## src/rtl/keypad_pkg.sv

```systemverilog
// Shared types and elaboration helpers for the matrix keypad scanner.
// Latency: none (types, constants and constant functions only).
// Backpressure: none.
//
// Contents: scanner FSM state encoding, a clog2 constant function and a
// parameter-legality predicate used by the top level at elaboration.
package keypad_pkg;

  // Scanner FSM states.
  typedef enum logic [1:0] {
    SCAN   = 2'd0,
    DEB    = 2'd1,
    HELD   = 2'd2,
    REL_DB = 2'd3
  } state_t;

  // Ceiling log2, with a minimum of 1 so every derived vector has a bit.
  function automatic int kp_clog2(input int v);
    int r;
    r = 0;
    for (int x = v - 1; x > 0; x = x >> 1) begin
      r = r + 1;
    end
    return (r < 1) ? 1 : r;
  endfunction

  // Legal geometry and timing: at least a 2x2 matrix, a dwell of at least
  // two clocks and a debounce depth of at least one sample.
  function automatic bit params_legal(input int rows, input int cols,
                                      input int scan_div, input int debounce);
    return (rows >= 2) && (cols >= 2) && (scan_div >= 2) && (debounce >= 1);
  endfunction

endpackage

```

## src/rtl/sync_2ff.sv

```systemverilog
// Two-flop synchroniser for a bus of independent asynchronous level inputs.
// Latency: 2 i_clk cycles from i_d to o_q.
// Backpressure: none; free-running.
//
// Ports:
//   i_clk    clock
//   i_rst_n  asynchronous active-low reset; both stages reset to all 1s
//   i_d      asynchronous input bus (WIDTH bits)
//   o_q      synchronised output bus (WIDTH bits)
module sync_2ff #(
  parameter int WIDTH = 4
) (
  input  logic             i_clk,
  input  logic             i_rst_n,
  input  logic [WIDTH-1:0] i_d,
  output logic [WIDTH-1:0] o_q
);

  logic [WIDTH-1:0] r_meta;
  logic [WIDTH-1:0] r_sync;

  // Reset value is all 1s: an idle active-low keypad reads as no key.
  always_ff @(posedge i_clk or negedge i_rst_n) begin
    if (!i_rst_n) begin
      r_meta <= '1;
      r_sync <= '1;
    end else begin
      r_meta <= i_d;
      r_sync <= r_meta;
    end
  end

  assign o_q = r_sync;

endmodule

```

## src/rtl/keypad_scanner.sv

```systemverilog
// ROWS x COLS matrix keypad scanner with debounced press/release strobes.
// Latency: key_valid one clk after the DEBOUNCE-th matching dwell sample.
// Backpressure: none; strobes are single-cycle and must be consumed on sight.
//
// Ports:
//   clk          system clock
//   reset        asynchronous active-low reset
//   row          keypad row sense, active-low, asynchronous to clk
//   col_drive    one-hot-low column drive
//   key_code     sticky code of last accepted key (col_idx*ROWS + row_idx)
//   key_valid    one-cycle strobe on accepted press
//   key_held     high while an accepted key is pressed
//   key_release  one-cycle strobe on accepted release
module keypad_scanner
  import keypad_pkg::*;
#(
  parameter int ROWS     = 4,
  parameter int COLS     = 4,
  parameter int SCAN_DIV = 1000,
  parameter int DEBOUNCE = 8,
  localparam int CODE_W  = kp_clog2(ROWS * COLS)
) (
  input  logic              clk,
  input  logic              reset,
  input  logic [ROWS-1:0]   row,
  output logic [COLS-1:0]   col_drive,
  output logic [CODE_W-1:0] key_code,
  output logic              key_valid,
  output logic              key_held,
  output logic              key_release
);

  localparam int RW  = kp_clog2(ROWS);
  localparam int CIW = kp_clog2(COLS);
  localparam int DW  = kp_clog2(SCAN_DIV);
  localparam int CW  = kp_clog2(DEBOUNCE + 1);

  localparam logic [DW-1:0]  DIV_LAST = DW'(SCAN_DIV - 1);
  localparam logic [CIW-1:0] COL_LAST = CIW'(COLS - 1);
  // r_cnt holds matching samples already seen; the current sample is the
  // accepting one when r_cnt equals DEBOUNCE-1.
  localparam logic [CW-1:0]  CNT_LAST = CW'(DEBOUNCE - 1);

  if (!params_legal(ROWS, COLS, SCAN_DIV, DEBOUNCE)) begin : g_bad_params
    $error("keypad_scanner: illegal ROWS/COLS/SCAN_DIV/DEBOUNCE");
  end

  state_t            r_state, w_state_nxt;
  logic [DW-1:0]     r_div;
  logic [CIW-1:0]    r_col_idx, w_col_nxt, w_col_adv;
  logic [RW-1:0]     r_row_idx, w_row_nxt, w_low_row;
  logic [CW-1:0]     r_cnt, w_cnt_nxt;
  logic [CODE_W-1:0] r_code, w_code_nxt, w_code_scan, w_code_deb;
  logic              r_valid, w_valid_nxt;
  logic              r_rel, w_rel_nxt;
  logic [ROWS-1:0]   w_rs;
  logic              w_sample;
  logic              w_any_low;
  logic              w_row_low;

  sync_2ff #(.WIDTH(ROWS)) u_row_sync (
    .i_clk  (clk),
    .i_rst_n(reset),
    .i_d    (row),
    .o_q    (w_rs)
  );

  // Free-running dwell counter; the last count of each dwell is the sample.
  always_ff @(posedge clk or negedge reset) begin
    if (!reset) begin
      r_div <= '0;
    end else if (r_div == DIV_LAST) begin
      r_div <= '0;
    end else begin
      r_div <= r_div + DW'(1);
    end
  end

  assign w_sample  = (r_div == DIV_LAST);
  assign w_any_low = ~&w_rs;
  assign w_row_low = ~w_rs[r_row_idx];
  assign w_col_adv = (r_col_idx == COL_LAST) ? '0 : r_col_idx + CIW'(1);

  // Lowest-index low row wins when several rows are pressed at detection.
  always_comb begin
    w_low_row = '0;
    for (int i = ROWS - 1; i >= 0; i--) begin
      if (!w_rs[i]) begin
        w_low_row = RW'(i);
      end
    end
  end

  assign w_code_scan = CODE_W'(int'(r_col_idx) * ROWS + int'(w_low_row));
  assign w_code_deb  = CODE_W'(int'(r_col_idx) * ROWS + int'(r_row_idx));

  always_ff @(posedge clk or negedge reset) begin
    if (!reset) begin
      r_state   <= SCAN;
      r_col_idx <= '0;
      r_row_idx <= '0;
      r_cnt     <= '0;
      r_code    <= '0;
      r_valid   <= 1'b0;
      r_rel     <= 1'b0;
    end else begin
      r_state   <= w_state_nxt;
      r_col_idx <= w_col_nxt;
      r_row_idx <= w_row_nxt;
      r_cnt     <= w_cnt_nxt;
      r_code    <= w_code_nxt;
      r_valid   <= w_valid_nxt;
      r_rel     <= w_rel_nxt;
    end
  end

  // All decisions happen only on the sample cycle; the column stays frozen
  // from detection until the key is either rejected or released.
  always_comb begin
    w_state_nxt = r_state;
    w_col_nxt   = r_col_idx;
    w_row_nxt   = r_row_idx;
    w_cnt_nxt   = r_cnt;
    w_code_nxt  = r_code;
    w_valid_nxt = 1'b0;
    w_rel_nxt   = 1'b0;
    if (w_sample) begin
      unique case (r_state)
        SCAN: begin
          if (w_any_low) begin
            w_row_nxt = w_low_row;
            if (DEBOUNCE == 1) begin
              w_state_nxt = HELD;
              w_code_nxt  = w_code_scan;
              w_valid_nxt = 1'b1;
              w_cnt_nxt   = '0;
            end else begin
              w_state_nxt = DEB;
              w_cnt_nxt   = CW'(1);
            end
          end else begin
            w_col_nxt = w_col_adv;
          end
        end
        DEB: begin
          if (w_row_low) begin
            if (r_cnt == CNT_LAST) begin
              w_state_nxt = HELD;
              w_code_nxt  = w_code_deb;
              w_valid_nxt = 1'b1;
              w_cnt_nxt   = '0;
            end else begin
              w_cnt_nxt = r_cnt + CW'(1);
            end
          end else begin
            w_state_nxt = SCAN;
            w_cnt_nxt   = '0;
            w_col_nxt   = w_col_adv;
          end
        end
        HELD: begin
          // Other rows in the frozen column are ignored: no rollover.
          if (!w_row_low) begin
            if (DEBOUNCE == 1) begin
              w_state_nxt = SCAN;
              w_rel_nxt   = 1'b1;
              w_cnt_nxt   = '0;
              w_col_nxt   = w_col_adv;
            end else begin
              w_state_nxt = REL_DB;
              w_cnt_nxt   = CW'(1);
            end
          end
        end
        REL_DB: begin
          if (!w_row_low) begin
            if (r_cnt == CNT_LAST) begin
              w_state_nxt = SCAN;
              w_rel_nxt   = 1'b1;
              w_cnt_nxt   = '0;
              w_col_nxt   = w_col_adv;
            end else begin
              w_cnt_nxt = r_cnt + CW'(1);
            end
          end else begin
            // Release bounce: key still down, back to HELD silently.
            w_state_nxt = HELD;
            w_cnt_nxt   = '0;
          end
        end
        default: begin
          w_state_nxt = SCAN;
          w_cnt_nxt   = '0;
        end
      endcase
    end
  end

  assign col_drive   = ~(COLS'(1) << r_col_idx);
  assign key_code    = r_code;
  assign key_valid   = r_valid;
  assign key_release = r_rel;
  assign key_held    = (r_state == HELD) || (r_state == REL_DB);

endmodule
```

## config.mk

```make
export PLATFORM = sky130hd
export DESIGN_NAME = keypad_scanner
export DESIGN_NICKNAME = d
export VERILOG_FILES = /design/src/rtl/keypad_pkg.sv /design/src/rtl/sync_2ff.sv /design/src/rtl/keypad_scanner.sv
export SDC_FILE = /design/constraint.sdc
export NUM_CORES = 1
export LEC_CHECK = 0
export BUFFER_PORTS_ARGS = -buffer_cell sky130_fd_sc_hd__buf_2
export CORE_MARGIN = 10
export CORE_UTILIZATION = 57
export DETAILED_ROUTE_END_ITERATION = 7
export PLACE_DENSITY = 0.78
export REMOVE_ABC_BUFFERS = 1
export SYNTH_ARGS = -nofsm -noshare
export SYNTH_HDL_FRONTEND = slang
export SYNTH_SLANG_ARGS = --single-unit
```

## constraint.sdc

```tcl
create_clock -name clk -period 2.2 [get_ports clk]
set_input_delay 0.44 -clock clk [delete_from_list [all_inputs] [get_ports clk]]
set_output_delay 0.44 -clock clk [all_outputs]
set_load 0.005 [all_outputs]
```

Word level (Yosys, flattened, before mapping)

Cells that the tools add are included.

Register bits: 34
Input bits: 6
Output and inout port bits: 11
Word-level logic and storage cells: 75

Add/sub/neg operators: 4
Order comparisons: 1
Equal/unequal tests: 14
Shift operators: 1
Mux-type cells: 33
Bitwise gates (word level): 3
Reduce and logical (&&, ||, !) cells: 9

Operator list:

| operator              | count |
|---|---|
| $mux 2                | 15 |
| $mux 4                | 5 |
| $pmux 4 s4            | 1 |
| $ne 2x2->1 const B    | 6 |
| $add 10x1->10 const B | 1 |
| $eq 10x10->1 const B  | 1 |
| $mux 10               | 1 |
| $mux 1                | 8 |
| $pmux 2 s4            | 1 |
| $reduce_and 4->1      | 2 |
| $eq 2x2->1 const B    | 3 |
| $ne 3x3->1 const B    | 2 |
| $pmux 2 s3            | 1 |
| $reduce_and 3->1      | 2 |
| $reduce_and 6->1      | 1 |
| $reduce_and 5->1      | 1 |
| $add 4x1->4 const B   | 1 |
| $add 4x2->4           | 1 |
| $eq 4x3->1 const B    | 1 |
| $not 4->4             | 1 |
| $shl 1x2->4 const A   | 1 |
| $lt 2x3->1 const B    | 1 |
| $reduce_bool 3->1     | 1 |
| $add 2x1->2 const B   | 1 |
| 5 further kinds       | 6 |

Logic depth before layout (Yosys ltp)

Gate-level depths: netlist of run 1.

Depth in word-level cells: 5
Depth in mapped cells: 6
Mapped depth without buffers: 5

Modules after synthesis

Synthesis of run 1 repeated with hierarchy kept, for this count alone.

Cell total of the unflattened synthesis: 138
Area total of the unflattened synthesis: 1616.6 um2

Modules (own cells, without submodules):

| module         | instances | cells an instance | area each (um2) | sequential area each (um2) |
|---|---|---|---|---|
| keypad_scanner | 1         | 130               | 1406.3          | 650.6 |
| sync_2ff       | 1         | 8                 | 210.2           | 210.2 |

Worst setup path after synthesis of run 1

No wires, ideal clock.

Path kind: register -> register
Start point: register r_div[0]
End point: register r_cnt[2]
Library setup time: 122 ps
Arrival time: 1820 ps
Required time: 2078 ps
Path slack: 258 ps
Cell stages (with the launch flop): 7
Path buffers: 1
Clock period less this slack: 1942 ps
Cells stage by stage: dfrtp_1 ha_1 nand4b_2 or3_1 buf_2 or3_4 a32o_1

Cells in the longest elaborated chain, start to end: 2

RTL lines:

| element                    | line                  | RTL |
|---|---|---|
| start, declared            | keypad_scanner.sv:49  | `logic [DW-1:0] r_div;` |
| start signal, assigned     | keypad_scanner.sv:75  | `r_div <= r_div + DW'(1);` |
| $eq 10x10->1               | keypad_scanner.sv:79  | `assign w_sample = (r_div == DIV_LAST);` |
| $reduce_and 3->1 (no line) | -                     |  |
| end signal, assigned       | keypad_scanner.sv:110 | `r_cnt <= w_cnt_nxt;` |
| end, declared              | keypad_scanner.sv:52  | `logic [CW-1:0] r_cnt, w_cnt_nxt;` |

Every way passes these cells.
A chain may end at the register's enable or synchronous reset.

Final worst setup path of run 1

Start point: register r_row_idx[0]
End point: register r_col_idx[0]

Cells in the longest elaborated chain, start to end: 4
Elaborated cells on any way between the ends: 5
Those cells by class: eq/ne (2); mux (2); reduce/logical (1)

RTL lines:

| element                        | line                  | RTL |
|---|---|---|
| start, declared                | keypad_scanner.sv:51  | `logic [RW-1:0] r_row_idx, w_row_nxt, w_low_row;` |
| start signal, assigned         | keypad_scanner.sv:109 | `r_row_idx <= w_row_nxt;` |
| $bmux 1 s2 *                   | keypad_scanner.sv:81  | `assign w_row_low = ~w_rs[r_row_idx];` |
| $mux 1 (implied by the code) * | keypad_scanner.sv:81  |  |
| $ne 2x2->1 (no line)           | -                     |  |
| $reduce_and 6->1 (no line) *   | -                     |  |
| end signal, assigned           | keypad_scanner.sv:108 | `r_col_idx <= w_col_nxt;` |
| end, declared                  | keypad_scanner.sv:50  | `logic [CIW-1:0] r_col_idx, w_col_nxt, w_col_adv;` |

Mark *: on every way between the ends. The rest lies on a longest branch, timed or not. The select of a mux whose other input is x is not followed.

==> summary.txt, run 1 <==
Run status: finished, final reports clean
Post-CTS Setup Bufs: 0
Top Ports: 17
Syn_area_per_cell: 11.4 um2
Tcrit/Tclk final: 0.897
Die ar.: 5260 um2
R2R Path End: r_col_idx[0]$_DFFE_PN0P_
EDFF count, synth: 0
Share of cells above drive strength 1: 0.261
Syn Inst Count: 138
Clock slew at reported path FFs: 0.09 ns
Routability cong.: 0.870
Crit path max-delay cell type: mux4_2
Hold Buf Count CTS: 0
Cell taking the most area after synthesis: dfrtp_1
R2r startpoint: r_row_idx[0]$_DFFE_PN0P_
Worst setup path start: r_row_idx[0]$_DFFE_PN0P_
RSZ-0062 raised after global routing: no
Pre-antenna DRT Iters: 4
DR vias: 1,069
Initial core utilization: 0.618
Peak supply drop: 563 uV
Fin crit period: 1.97 ns
Initial antenna violation count: 0
Skew-Pair Late Insertion Delay: 0.33 ns
Inserted Diodes: 0
Max clock buf depth: 2
Post-route DRC: 0
Total grt overflow: 0
P per Cell Area: 566 nW/um2
Clock buffer count from CTS: 5
Post-CTS sizing: 0
YS warnings: 0
Slew @ Worst Pin: 0.708 ns
Port bufs: 16
Leakage: 0.000813 uW
Final setup violation count: 0
Seq/Total Area, Yosys: 0.548
CP max FO: 9
DR vias/cell: 5.72
CP peak stage delay: 0.63 ns
Vias in the first global route: 1,090
Crit path cell chain: mux4_2 -> o211a_1 -> o21ai_0 -> mux2_2
Root Driver: clkbuf_4
Worst hold path type: input pin to async pin
Worst Setup Start Kind: flip-flop
CTS tree: yes
Largest net degree at the start of global routing: 35
Crit end category: flip-flop
Commonest cells in the netlist: 26 x dfrtp_1, 10 x inv_1, 10 x nor2_1
Worst R2R Setup Slack: 0.23 ns
Max Slew Vio Count: 0
Req. time, crit path: 2.42 ns
Crit path DAT: 2.20 ns
#FFs+latches synth: 34
H-tree depth: 2
Clock sink count: 34
# fillers: 209
Footprint of the multi-input gates: 644 um2
Die extent in y: 72.5 um
Final ANT Viol Nets: 0
Most common flop cell mapped by yosys: dfrtp_1
Most frequent cell after synthesis: dfrtp_1
Setup Slack @ Placement: 0.216 ns
Final worst slack: 0.227 ns
Post-DP HPWL: 2.15 mm
Number of max-cap violations: 0
Library cells used by synthesis: 43
R2R cell count: 4
Final-report hold violation count: 0
Placeable core area: 2540 um2
Setup CP Type: flip-flop to flip-flop
Normalized max-slew margin: 0.528
Die span in x: 72.5 um
Register Area: 861 um2
Row count: 18
First-pass GRT wire length: 4.81 mm
Synth top area share: 0.414
Max Freq: 507 MHz
Aggregate routed wire length: 2.81 mm
Largest cells by area after synthesis: dfrtp_1 41%, dfstp_2 13%, ha_1 4.8%
Overall routing resource usage: 0.117
DR iter-0 viols: 61
Critical Path Sink: r_col_idx[0]$_DFFE_PN0P_
Area grow syn2layout: 9.71%
WL/cell: 15.0 um
Post-synthesis instance area: 1570 um2
Setup Total Neg Slack: 0 ns
Asr flop ratio synth: 1.00
Nets: 168
Setup Skew: 0.0102 ns
-- worst min-delay path by stage --
stage	start	end	slack (ns)
floorplan	reset	async pin	0.14
global placement	u_row_sync.r_meta[2]$_DFF_PN1_	u_row_sync.o_q[2]$_DFF_PN1_	0.35
detailed placement	u_row_sync.r_meta[0]$_DFF_PN1_	u_row_sync.o_q[0]$_DFF_PN1_	0.35
CTS	reset	r_cnt[3]$_DFFE_PN0P_	0.17
global route	row[0]	u_row_sync.r_meta[0]$_DFF_PN1_	0.18
finish	reset	r_cnt[3]$_DFFE_PN0P_	0.15
-- area by class of cell --
type                    instances  area share
flip-flops and latches         34       0.499
clock buffers                   8      0.0283
inverters                      10      0.0218
well taps                      30      0.0218
multi-input cells              87       0.374
repair buffers                 18      0.0552
-- flip-flops by register name, summed over array words and instances (netlist names), named ones only --
signal,count
r_div,10
r_col_idx,2
r_state,1
key_code,4
key_release,1
u_row_sync.o_q,4
r_row_idx,2
key_valid,1
u_row_sync.r_meta,4
r_cnt,4
-- critical path, delay by kind of cell, from the launching register on --
| kind | cells | cell delay (ns) |
|---|---|---|
| mux | 2 | 1.01 |
| compound gates | 2 | 0.46 |
| flops | 1 | 0.40 |
-- metal layers --
layer	global-route usage	up-vias	routed length [um]
met5	0	-	0
met4	0.0654	0	66
met3	0.0422	6	140
met2	0.195	18	1340
met1	0.125	522	1260
li1	-	523	-
-- cell usage in the layout, fill, tap and decap left out, types with 3 or more instances in the layout --
master	n
dfrtp_1	26
buf_2	16
inv_1	10
nor2_1	10
dfstp_2	8
nand2_1	6
mux2_2	6
ha_1	6
nand3_1	5
clkbuf_4	5
nor3_1	4
xnor2_1	4
nor4_1	4
a21oi_1	4
xor2_1	3
nand2b_1	3
clkbuf_1	3
-- report_power, final --
group | switching [uW] | total, uW | internal [uW]
combinational | 17.6 | 24.3 | 6.65
sequential | 4.63 | 643 | 638
clock | 182 | 309 | 127
total | 204 | 976 | 772
-- metrics by stage --
stage | hold WS [ns] | power, uW | utilization | cells | cell area [um2]
final | 0.150 | 976 | 0.677 | 187 | 1720
after global routing | 0.181 | 1020 | 0.677 | 187 | 1720
after CTS | 0.173 | 989 | 0.677 | 187 | 1720
after detailed placement | 0.348 | 680 | 0.658 | 179 | 1680
after global placement | 0.347 | 678 | 0.658 | 179 | 1680
after floorplan | 0.144 | 660 | - | 131 | 1540
-- cell families after synthesis --
kind of cell               count (synthesis)  synth area share
muxes                                      8            0.0637
xor gates and xnor gates                   7            0.0390
AOI/OAI and AO/OA                         22             0.100
buffers and inverters                     17            0.0422
and+or+nand+nor                           44             0.159
DFF                                       34             0.548
adders and majority gates                  6            0.0478
No activity file was read; power rests on OpenSTA's default activity.
==> run 2: changes to the inputs <==
--- a/config.mk
+++ b/config.mk
@@ -6,10 +6,11 @@
 export NUM_CORES = 1
 export LEC_CHECK = 0
 export BUFFER_PORTS_ARGS = -buffer_cell sky130_fd_sc_hd__buf_2
-export CORE_MARGIN = 10
+export CORE_MARGIN = 2
 export CORE_UTILIZATION = 57
 export DETAILED_ROUTE_END_ITERATION = 7
-export PLACE_DENSITY = 0.78
+export GPL_TIMING_DRIVEN = 0
+export PLACE_DENSITY = 0.75
 export REMOVE_ABC_BUFFERS = 1
 export SYNTH_ARGS = -nofsm -noshare
 export SYNTH_HDL_FRONTEND = slang
==> run 2 against run 1 <==
  * Worst setup slack got worse by 0.086 ns
  * Largest power group unchanged
  * Power is 29% higher
  * Highest routed layer unchanged
  * Sequential share of layout area decreased by 1.8 points
  * Hold slack got worse by 0.0088 ns
==> summary.txt, run 2 (same netlist as run 1, synthesis figures left out) <==
Run status: finished, final reports clean
Max reg flops: 10
R2R cell count: 5
Setup CP Type: flip-flop to flip-flop
Worst Setup Start Kind: flip-flop
DR vias: 1,092
Final setup violation count: 0
R2r startpoint: r_div[0]$_DFF_PN0_
Nets: 166
Final ANT Viol Nets: 0
CP max FO: 7
Fin crit period: 2.06 ns
Post-DP HPWL: 1.88 mm
Die extent in y: 56.5 um
Top Ports: 17
Share of cells above drive strength 1: 0.284
P per Cell Area: 703 nW/um2
Max Freq: 486 MHz
RSZ-0062 raised after global routing: no
Most Frequent Cell on Critical Path: or3_4
Crit path cell chain: ha_1 -> nand4b_2 -> or3_4 -> or3_4 -> a32o_1
Final-report hold violation count: 0
Area grow syn2layout: 13.9%
Placeable core area: 2690 um2
Power Total: 1260 uW
Pre-antenna DRT Iters: 4
Final instance area: 1790 um2
Die ar.: 3190 um2
Worst path buffer plus inverter count: 0
CP peak stage delay: 0.47 ns
Vias in the first global route: 1,085
Total grt overflow: 0
Routability cong.: 0.818
Clock buffer count from CTS: 5
Setup Slack @ Placement: -0.611 ns
Worst hold path type: input pin to async pin
DR iter-0 viols: 27
Largest net degree at the start of global routing: 35
Leakage: 0.000854 uW
Setup Skew: 0.0192 ns
Root Driver: clkbuf_4
Clock sink count: 34
Crit path max-delay cell type: or3_4
Commonest non-fill, non-tap cell in the layout: dfrtp_1
Initial antenna violation count: 0
H-tree depth: 2
Number of max-cap violations: 0
Slew @ Worst Pin: 0.716 ns
Crit end category: flip-flop
Req. time, crit path: 2.42 ns
Aggregate routed wire length: 2.61 mm
Tcrit/Tclk final: 0.936
Normalized max-slew margin: 0.523
R2R Path End: r_cnt[2]$_DFFE_PN0P_
Worst R2R Setup Slack: 0.14 ns
Overall routing resource usage: 0.190
Skew-Pair Late Insertion Delay: 0.33 ns
Most frequent cells in the layout: 26 x dfrtp_1, 16 x buf_2, 10 x inv_1, 10 x nor2_1, 8 x dfstp_2
WL/cell: 14.0 um
CTS tree: yes
Max Slew Vio Count: 0
Die span in x: 56.5 um
Placed Area: 1660 um2
Post-CTS Setup Bufs: 0
Inserted Diodes: 0
Most flops, register: r_div
Initial core utilization: 0.585
Final worst slack: 0.141 ns
Post-route DRC: 0
DR vias/cell: 5.87
Crit path DAT: 2.28 ns
Row count: 19
Peak supply drop: 951 uV
Port bufs: 16
Delay-heaviest family, CP: simple AND/OR/NAND/NOR gates
Clock slew at reported path FFs: 0.12 ns
Max clock buf depth: 2
First-pass GRT wire length: 4.66 mm
[run 2: layout make-up]
| type | count | area (um2) |
|---|---|---|
| Inverter | 10 | 37.5 |
| Sequential cell | 34 | 861 |
| Clock inverter | 2 | 60.1 |
| Clock buffer | 6 | 51.3 |
| Timing Repair Buffer | 16 | 80.1 |
| Multi-Input combinational cell | 87 | 661 |
| Tap cell | 31 | 38.8 |
| Fill cell | 199 | 897 |
[run 2: metrics by stage]
| step | std cells | hold WS [ns] | TNS (ns) | utilization |
|---|---|---|---|---|
| after CTS | 186 | 0.164 | 0 | 0.664 |
| after floorplan | 131 | 0.144 | 0 | - |
| after global placement | 178 | 0.347 | -2.08 | 0.619 |
| after detailed placement | 178 | 0.347 | -2.76 | 0.619 |
| final | 186 | 0.141 | 0 | 0.666 |
| after global routing | 186 | 0.169 | 0 | 0.666 |
[run 2: power breakdown]
part / leakage (uW) / switching, uW / internal (uW)
logic: 0.000362 / 17.8 / 6.67
clock network: 0.0000585 / 206 / 385
registers: 0.000433 / 3.94 / 638
[run 2: worst max path at each step]
stage / from / endpoint / slack (ns) / cells past startpoint
6_report: r_div[0]$_DFF_PN0_ / r_cnt[2]$_DFFE_PN0P_ / 0.14 / 5
3_5_place_dp: r_div[0]$_DFF_PN0_ / r_col_idx[1]$_DFFE_PN0P_ / -0.61 / 5
2_1_floorplan: r_div[0]$_DFF_PN0_ / r_col_idx[0]$_DFFE_PN0P_ / 0.01 / 5
4_1_cts: r_div[0]$_DFF_PN0_ / r_cnt[2]$_DFFE_PN0P_ / 0.05 / 5
3_3_place_gp: r_div[0]$_DFF_PN0_ / r_col_idx[1]$_DFFE_PN0P_ / -0.52 / 5
5_1_grt: r_div[0]$_DFF_PN0_ / r_cnt[2]$_DFFE_PN0P_ / 0.002 / 5
[run 2: metal layers]
metal,part of all wire,vias up,GRT usage
met5,0,-,0
met4,0.0065,0,0.0442
met3,0.041,2,0.0691
met2,0.50,23,0.307
met1,0.45,544,0.246
li1,-,523,-
[run 2: what timing repair did]
action,in CTS,in global routing
resized for setup,2,1
endpoints found under the setup margin,11,6
pin swaps,0,1
hold buffers,0,0
[run 2: worst register-to-register path, stage by stage, from the launching register on]
cell and delay [ns]:
dfrtp_1 0.39, ha_1 0.25, nand4b_2 0.20, or3_4 0.47, or3_4 0.43, a32o_1 0.22
